**config.mk**
```make
export PLATFORM = sky130hd
export DESIGN_NAME = serial_cmd_seq
export DESIGN_NICKNAME = d
export VERILOG_FILES = /design/src/rtl/serial_cmd_seq.sv
export SDC_FILE = /design/constraint.sdc
export NUM_CORES = 1
export LEC_CHECK = 0
export BUFFER_PORTS_ARGS = -buffer_cell sky130_fd_sc_hd__buf_2
export CAP_MARGIN = 20
export CORE_MARGIN = 2
export CORE_UTILIZATION = 51
export DETAILED_ROUTE_END_ITERATION = 7
export PLACE_DENSITY = 0.8
export RECOVER_POWER = 50
export SYNTH_ARGS = -nofsm -noshare
export SYNTH_HDL_FRONTEND = slang
export SYNTH_SLANG_ARGS = --single-unit
```
**constraint.sdc**
```tcl
create_clock -name clk -period 4.6 [get_ports clk]
set_input_delay 0.46 -clock clk [delete_from_list [all_inputs] [get_ports clk]]
set_output_delay 0.46 -clock clk [all_outputs]
set_load 0.05 [all_outputs]
```
**src/rtl/serial_cmd_seq.sv**
```systemverilog
// Word-level UART debug command sequencer: opcode, optional address/data words, each echoed,
// then a controller request/complete handshake, a reply word and an optional status word.
module serial_cmd_seq #(
  parameter int unsigned         DATA_W         = 32,
  parameter int unsigned         CMD_W          = 4,
  parameter logic [2**CMD_W-1:0] ADDR_MASK      = '1,
  parameter logic [2**CMD_W-1:0] DATA_MASK      = '1,
  parameter int unsigned         TIMEOUT_CYCLES = 5_000_000,
  parameter bit                  STATUS_EN      = 1'b1
) (
  input  logic              clk,
  input  logic              reset,
  input  logic              rx_ready,
  input  logic [DATA_W-1:0] rx_word,
  input  logic              tx_idle,
  output logic              tx_start,
  output logic [DATA_W-1:0] tx_word,
  input  logic              ctrlr_busy,
  input  logic [DATA_W-1:0] d_rd,
  input  logic              error,
  output logic [CMD_W-1:0]  cmd,
  output logic [DATA_W-1:0] addr,
  output logic [DATA_W-1:0] d_in,
  output logic              out_valid,
  output logic              timeout_err,
  output logic              rx_overrun
);

  localparam int unsigned TO_W = (TIMEOUT_CYCLES > 0) ? $clog2(TIMEOUT_CYCLES + 1) : 1;
  localparam int unsigned TO_LAST_I = (TIMEOUT_CYCLES > 0) ? TIMEOUT_CYCLES - 1 : 0;
  localparam logic [TO_W-1:0] TO_LAST = TO_W'(TO_LAST_I);
  localparam bit TO_EN = (TIMEOUT_CYCLES != 0);

  typedef enum logic [3:0] {
    WAIT_CMD,
    ECHO_CMD,
    WAIT_ADDR,
    ECHO_ADDR,
    WAIT_DATA,
    ECHO_DATA,
    ISSUE,
    EXEC,
    REPLY,
    STATUS
  } state_t;

  state_t          state;
  logic [TO_W-1:0] to_cnt;
  logic            err_q;
  logic            tx_done;
  logic            to_hit;
  logic            rx_accept_state;

  // A transmit is finished only once the strobe has dropped and the transmitter is idle again.
  assign tx_done = tx_idle && !tx_start;
  assign to_hit  = TO_EN && (to_cnt == TO_LAST);
  assign rx_accept_state = (state == WAIT_CMD) || (state == WAIT_ADDR) || (state == WAIT_DATA);

  always_ff @(posedge clk or posedge reset) begin
    if (reset) begin
      state       <= WAIT_CMD;
      to_cnt      <= '0;
      err_q       <= 1'b0;
      tx_start    <= 1'b0;
      tx_word     <= '0;
      cmd         <= '0;
      addr        <= '0;
      d_in        <= '0;
      out_valid   <= 1'b0;
      timeout_err <= 1'b0;
      rx_overrun  <= 1'b0;
    end else begin
      tx_start    <= 1'b0;
      timeout_err <= 1'b0;
      rx_overrun  <= rx_ready && !rx_accept_state;
      to_cnt      <= '0;

      case (state)
        WAIT_CMD: begin
          if (rx_ready) begin
            cmd      <= rx_word[CMD_W-1:0];
            addr     <= '0;
            d_in     <= '0;
            tx_word  <= DATA_W'(rx_word[CMD_W-1:0]);
            tx_start <= 1'b1;
            state    <= ECHO_CMD;
          end
        end
        ECHO_CMD: begin
          if (tx_done) begin
            if (ADDR_MASK[cmd]) begin
              state <= WAIT_ADDR;
            end else if (DATA_MASK[cmd]) begin
              state <= WAIT_DATA;
            end else begin
              state     <= ISSUE;
              out_valid <= 1'b1;
            end
          end
        end
        WAIT_ADDR: begin
          if (rx_ready) begin
            addr     <= rx_word;
            tx_word  <= rx_word;
            tx_start <= 1'b1;
            state    <= ECHO_ADDR;
          end else if (to_hit) begin
            timeout_err <= 1'b1;
            state       <= WAIT_CMD;
          end else begin
            to_cnt <= to_cnt + TO_W'(1);
          end
        end
        ECHO_ADDR: begin
          if (tx_done) begin
            if (DATA_MASK[cmd]) begin
              state <= WAIT_DATA;
            end else begin
              state     <= ISSUE;
              out_valid <= 1'b1;
            end
          end
        end
        WAIT_DATA: begin
          if (rx_ready) begin
            d_in     <= rx_word;
            tx_word  <= rx_word;
            tx_start <= 1'b1;
            state    <= ECHO_DATA;
          end else if (to_hit) begin
            timeout_err <= 1'b1;
            state       <= WAIT_CMD;
          end else begin
            to_cnt <= to_cnt + TO_W'(1);
          end
        end
        ECHO_DATA: begin
          if (tx_done) begin
            state     <= ISSUE;
            out_valid <= 1'b1;
          end
        end
        ISSUE: begin
          if (ctrlr_busy) begin
            out_valid <= 1'b0;
            state     <= EXEC;
          end
        end
        EXEC: begin
          // Read data and error are only meaningful on the cycle busy is seen low.
          if (!ctrlr_busy) begin
            tx_word  <= d_rd;
            err_q    <= error;
            tx_start <= 1'b1;
            state    <= REPLY;
          end
        end
        REPLY: begin
          if (tx_done) begin
            if (STATUS_EN) begin
              tx_word  <= DATA_W'(err_q);
              tx_start <= 1'b1;
              state    <= STATUS;
            end else begin
              state <= WAIT_CMD;
            end
          end
        end
        STATUS: begin
          if (tx_done) begin
            state <= WAIT_CMD;
          end
        end
        default: state <= WAIT_CMD;
      endcase
    end
  end

endmodule

```
# Yosys cells after proc, flatten, opt, wreduce, memory -nomap -nowiden
# Memories as Yosys holds them, arrays and structs flattened.
# Cells that the tools add are included.
# word_totals
register_bits,132
romBits,16
in_bits,70
word_cells,97
mem_count,1
# memory_table
memory,depth,word_bits,read_ports,rd_ports_with_merged_regs,wr,line_no,text
(name not given),16,1,1,0,0,116,if (DATA_MASK[cmd]) begin
# classes
n_addsub,1
magnitude_cmp,1
eq_ne,22
mux,40
bitwise_logic,1
n_reduce_logical,20
# op_table
operator,n
$mux 32,5
$pmux 32 s2,2
$pmux 32 s4,1
$mux 23,3
$mux 4,11
$pmux 4 s10,1
$add 23x1->23 const B,1
$eq 23x23->1 const B,1
$ne 2x2->1 const B,11
$eq 4x3->1 const B,4
$mux 1,13
$eq 4x2->1 const B,2
$eq 4x4->1 const B,2
$reduce_and 8->1,1
$reduce_bool 4->1,2
$reduce_and 3->1,2
$reduce_and 6->1,1
$lt 4x5->1 const B,1
$reduce_and 5->1,1
$eq 4x1->1 const B,1
$logic_not 4->1,1
$pmux 1 s4,1
$reduce_and 2->1,2
$reduce_bool 2->1,2
10 further kinds,13

# Longest topological paths before layout
# depth
depth_word,6
depth_mapped,7

# Least setup slack after synthesis
# OpenSTA, ideal clock, no wires.
# synth_timing
path_type,reg-to-reg
startpoint,register tx_start
endpoint,register tx_word[0]
setup_time_ns,0.125
t_arrival_ns,1.834
required_ns,4.475
setup_slack_ns,2.642
stages_incl_launch_ff,6
synth_period_minus_slack_ns,1.958
path_cell_list,dfrtp_1 nand2b_1 nand3_1 nor4b_4 buf_2 mux2_2
# synth_between
elab_chain_len,4
# synth_lines
item,line_no,text
from (decl),16,"output logic tx_start,"
from (signal assigned),64,tx_start <= 1'b0;
from (signal assigned),73,tx_start <= 1'b0;
from (signal assigned),85,tx_start <= 1'b1;
$logic_not 1->1,55,assign tx_done = tx_idle && !tx_start;
$logic_and 1x1->1,55,
$ne 2x2->1 (no line),--,
$reduce_and 5->1 (no line),--,
to (signal assigned),84,tx_word <= DATA_W'(rx_word[CMD_W-1:0]);
to (signal assigned),104,tx_word <= rx_word;
to (signal assigned),127,tx_word <= rx_word;
to (decl),17,"output logic [DATA_W-1:0] tx_word,"
# Every way passes these cells.
# A chain may end at the register's enable or synchronous reset.

# Final worst setup path
# layout_timing
startpoint,register to_cnt[7]
endpoint,register state[2]
# layout_between
elab_chain_len,4
word_cells_on_any_way,5
classes_between,1 x eq/ne; 4 x mux
# layout_lines
item,line_no,text
from (decl),48,logic [TO_W-1:0] to_cnt;
from (signal assigned),111,to_cnt <= to_cnt + TO_W'(1);
from (signal assigned),134,to_cnt <= to_cnt + TO_W'(1);
$eq 23x23->1 (*),56,assign to_hit = TO_EN && (to_cnt == TO_LAST);
$mux 4 (*),--,
"$mux 4, on equally long branches",--,
$pmux 4 s10 (*),--,
to (signal assigned),61,state <= WAIT_CMD;
to (signal assigned),86,state <= ECHO_CMD;
to (signal assigned),92,state <= WAIT_ADDR;
to (decl),47,state_t state;
# Every way passes the cells marked *; elsewhere a longest branch is shown, timed or not.

==> impl_metrics.py <==
metrics = {
    "critical_path": {
        "crit_slowest_cell": "o211ai_4",
        "crit_arrival_ns": 2.88,
        "crit_type": "register to register",
        "crit_path_end_kind": "register",
        "cp.required_ns": 5.03,
        "crit_buf_inv": 0,
        "r2r_end": "state[2]",
        "rr_worst_depth": 5,
        "critical_path.startpoint_type": "register",
        "cp_max_fo": 23,
        "crit_family": "simple AND/OR/NAND/NOR gates",
        "cp_cell_sequence": "or4b_1 -> or4_4 -> o211ai_4 -> nand2_1 -> a21o_1",
        "ff2ff_setup_slack_ns": 2.15,
        "slowest_delay_ns": 0.57,
        "reg2reg_from": "to_cnt[7]",
    },
    "sta": {
        "max_freq_mhz": 408,
        "finalSetupViolCount": 0,
        "max_slew_margin": -0.451,
        "period_share": 0.533,
        "clock_skew_ns": 0.0115,
        "finalMaxSlewViolations": 50,
        "hold_viol_final": 0,
        "setup-tns-final_ns": 0,
        "grt_setup_unrepaired": "no",
        "tightest_slew_ns": 2.16,
        "finalCriticalPeriod_ns": 2.45,
    },
    "layout": {
        "seq_area_um2": 3300,
        "utilization": 0.666,
        "multi_input_area_um2": 2190,
        "final_cells": 785,
        "area_growth_pct": 28.0,
        "final_net_count": 703,
        "fillCellCount": 836,
        "n_antenna_cell": 0,
        "drive_gt1_frac": 0.322,
    },
    "routing": {
        "vias": 4738,
        "vias_per_cell": 6.04,
        "drc": 0,
        "routed_wl_um": 15700,
        "ant_nets": 0,
        "wl_per_cell_um": 20.0,
        "firstDrtPassIters": 8,
        "drt_iter0_markers": 448,
    },
    "die": {
        "ios": 174,
        "die_h_um": 109,
        "row_count": 38,
        "coreArea_um2": 10800,
        "die_area_um2": 11900,
        "start_util": 0.521,
        "die_w_um": 109,
    },
    "synthesis": {
        "yosysUniqueCellTypes": 41,
        "synthArstFlopShare": 1.00,
        "synth_nets": 534,
        "syn_avg_cell_area_um2": 12.2,
        "ys_warn_count": 0,
        "synthFlopType": "dfrtp_1",
        "synthCells": 463,
        "netlist_area_um2": 5640,
        "ys_seq_elements": 132,
        "ys_seq_area_frac": 0.585,
        "synth_edf_count": 0,
    },
    "grt": {
        "grt-ovfl-total": 0,
        "grt_pass1_wl_um": 23800,
        "grt_pass1_vias": 4640,
        "grt_antenna_before_repair": 0,
        "grt_max_degree": 50,
        "grt_use_total": 0.265,
    },
    "clock_network": {
        "cts.sinks": 132,
        "cts_inserted_buffers": 17,
        "root_buffer": "clkbuf_8",
        "clockBufferDepth": 2,
        "tritoncts": "done",
        "clock_latency_ns": 0.53,
        "cts_max_level": 4,
        "cts_hold_buf": 0,
        "cts_resized": 0,
        "path_clk_slew_ns": 0.06,
        "cts_setup_buffers": 0,
    },
    "run_status": {
        "failed_checks": "capacitance limit, slew limit",
        "status": "finished, violations left",
    },
    "power_and_ir_drop": {
        "max-vdd-ir-drop_v": 0.000627,
        "p_per_area_nw_per_um2": 852,
        "p_leak_nw": 3.56,
    },
    "placed_design": {
        "hpwl_um": 10200,
        "port_buffers": 173,
        "dpl.cell_count": 753,
        "gp_congestion": 0.900,
    },
    "hold_path": {
        "min_path_type": "input port to register",
        "min_from": "error",
        "worstHoldPathCells": 2,
        "min_to": "err_q",
    },
    "run": {
        "maxCapViolCount": 1,
    },
}
-- sequential cells by signal (all words and copies together), names as in the netlist --
signal,cells
out_valid,1
err_q,1
rx_overrun,1
state,4
tx_word,32
to_cnt,23
cmd,4
tx_start,1
timeout_err,1
addr,32
d_in,32
-- report_power, final --
group | internal (W) | leakage (nW) | switching (W)
Clock | 0.00100 | 0.322 | 0.000503
Sequential | 0.00154 | 1.77 | 0.000286
Combinational | 0.000777 | 1.46 | 0.00204
Total | 0.00332 | 3.56 | 0.00283
-- layout make-up --
class	instances	share of cell area
Clock inverter	13	0.0317
Inverter	7	0.00381
Timing Repair Buffer	182	0.120
Multi-Input combinational cell	292	0.303
Tap cell	140	0.0242
Sequential cell	132	0.457
Clock buffer	19	0.0598
-- per-layer routing --
metal	wire (µm)	part of all wire	track usage	vias to the layer above
li1	-	-	-	2053
met1	6220	0.40	0.327	2383
met2	8010	0.51	0.449	267
met3	1260	0.080	0.0652	35
met4	234	0.015	0.104	0
met5	0	0	0	-
-- cells in the final DEF, fill, tap and decap left out, types with 3 or more instances in the layout --
master | netlist | final
dfrtp_1 | 132 | 132
buf_2 | 9 | 124
a22o_1 | 89 | 89
clkbuf_1 | 21 | 50
mux2_2 | 36 | 36
nor2_1 | 33 | 33
nand2_1 | 25 | 25
clkbuf_16 | 0 | 16
nand3_1 | 15 | 15
a21oi_1 | 12 | 12
o21ai_0 | 12 | 12
xor2_1 | 11 | 11
and3_1 | 9 | 9
xnor2_1 | 8 | 8
buf_4 | 2 | 8
or3_1 | 6 | 6
inv_1 | 7 | 6
bufinv_16 | 0 | 6
nand4_1 | 4 | 4
and4_1 | 3 | 3
nor3_1 | 4 | 3
clkinv_2 | 0 | 3
-- worst register-to-register path, delay by kind of cell (launching register included) --
family / cells / cell delay (ns)
simple gates: 3 / 1.15
compound gates: 2 / 0.78
flops: 1 / 0.42
-- synth_stat cells, drive strengths merged, types with 6 or more instances --
| master | n | area share |
|---|---|---|
| nor2 | 33 | 0.022 |
| o21ai | 12 | 0.011 |
| clkbuf | 21 | 0.014 |
| mux2 | 37 | 0.074 |
| a21oi | 13 | 0.012 |
| dfrtp | 132 | 0.59 |
| a22o | 89 | 0.14 |
| xor2 | 11 | 0.017 |
| nand3 | 15 | 0.013 |
| and3 | 9 | 0.010 |
| or3 | 6 | 0.0067 |
| buf | 11 | 0.011 |
| inv | 7 | 0.0047 |
| nand2 | 25 | 0.017 |
| xnor2 | 8 | 0.012 |
-- cell families after synthesis --
family	count (synthesis)	share of synthesized area
compound gates	124	0.178
xor+xnor	19	0.0295
fa+ha+maj	1	0.00222
buf+inv	39	0.0293
flops	132	0.585
mux	38	0.0756
simple gates	110	0.0998
-- per-stage QoR --
stage | worst slack [ns] | power (W) | instance area [µm²] | hold slack [ns]
final | 2.15 | 0.00615 | 7220 | 0.162
after global placement | 2.25 | 0.00460 | 6630 | 0.459
after detailed placement | 2.18 | 0.00468 | 6630 | 0.466
after global routing | 1.59 | 0.00640 | 7220 | 0.148
after CTS | 2.16 | 0.00621 | 7290 | 0.0171
after floorplan | 0.614 | 0.00397 | 5640 | 0.445
-- worst max path at each step --
stage	startpoint	endpoint	slack, ns	cells past startpoint
finish	to_cnt[7]	state[2]	2.15	5
global route	reset	d_in[2]	1.59	3
CTS	to_cnt[7]	state[2]	2.16	5
detailed placement	to_cnt[7]	state[2]	2.18	5
global placement	to_cnt[7]	state[2]	2.25	5
floorplan	reset	addr[0]	0.61	1
No activity file was read; power rests on OpenSTA's default activity.
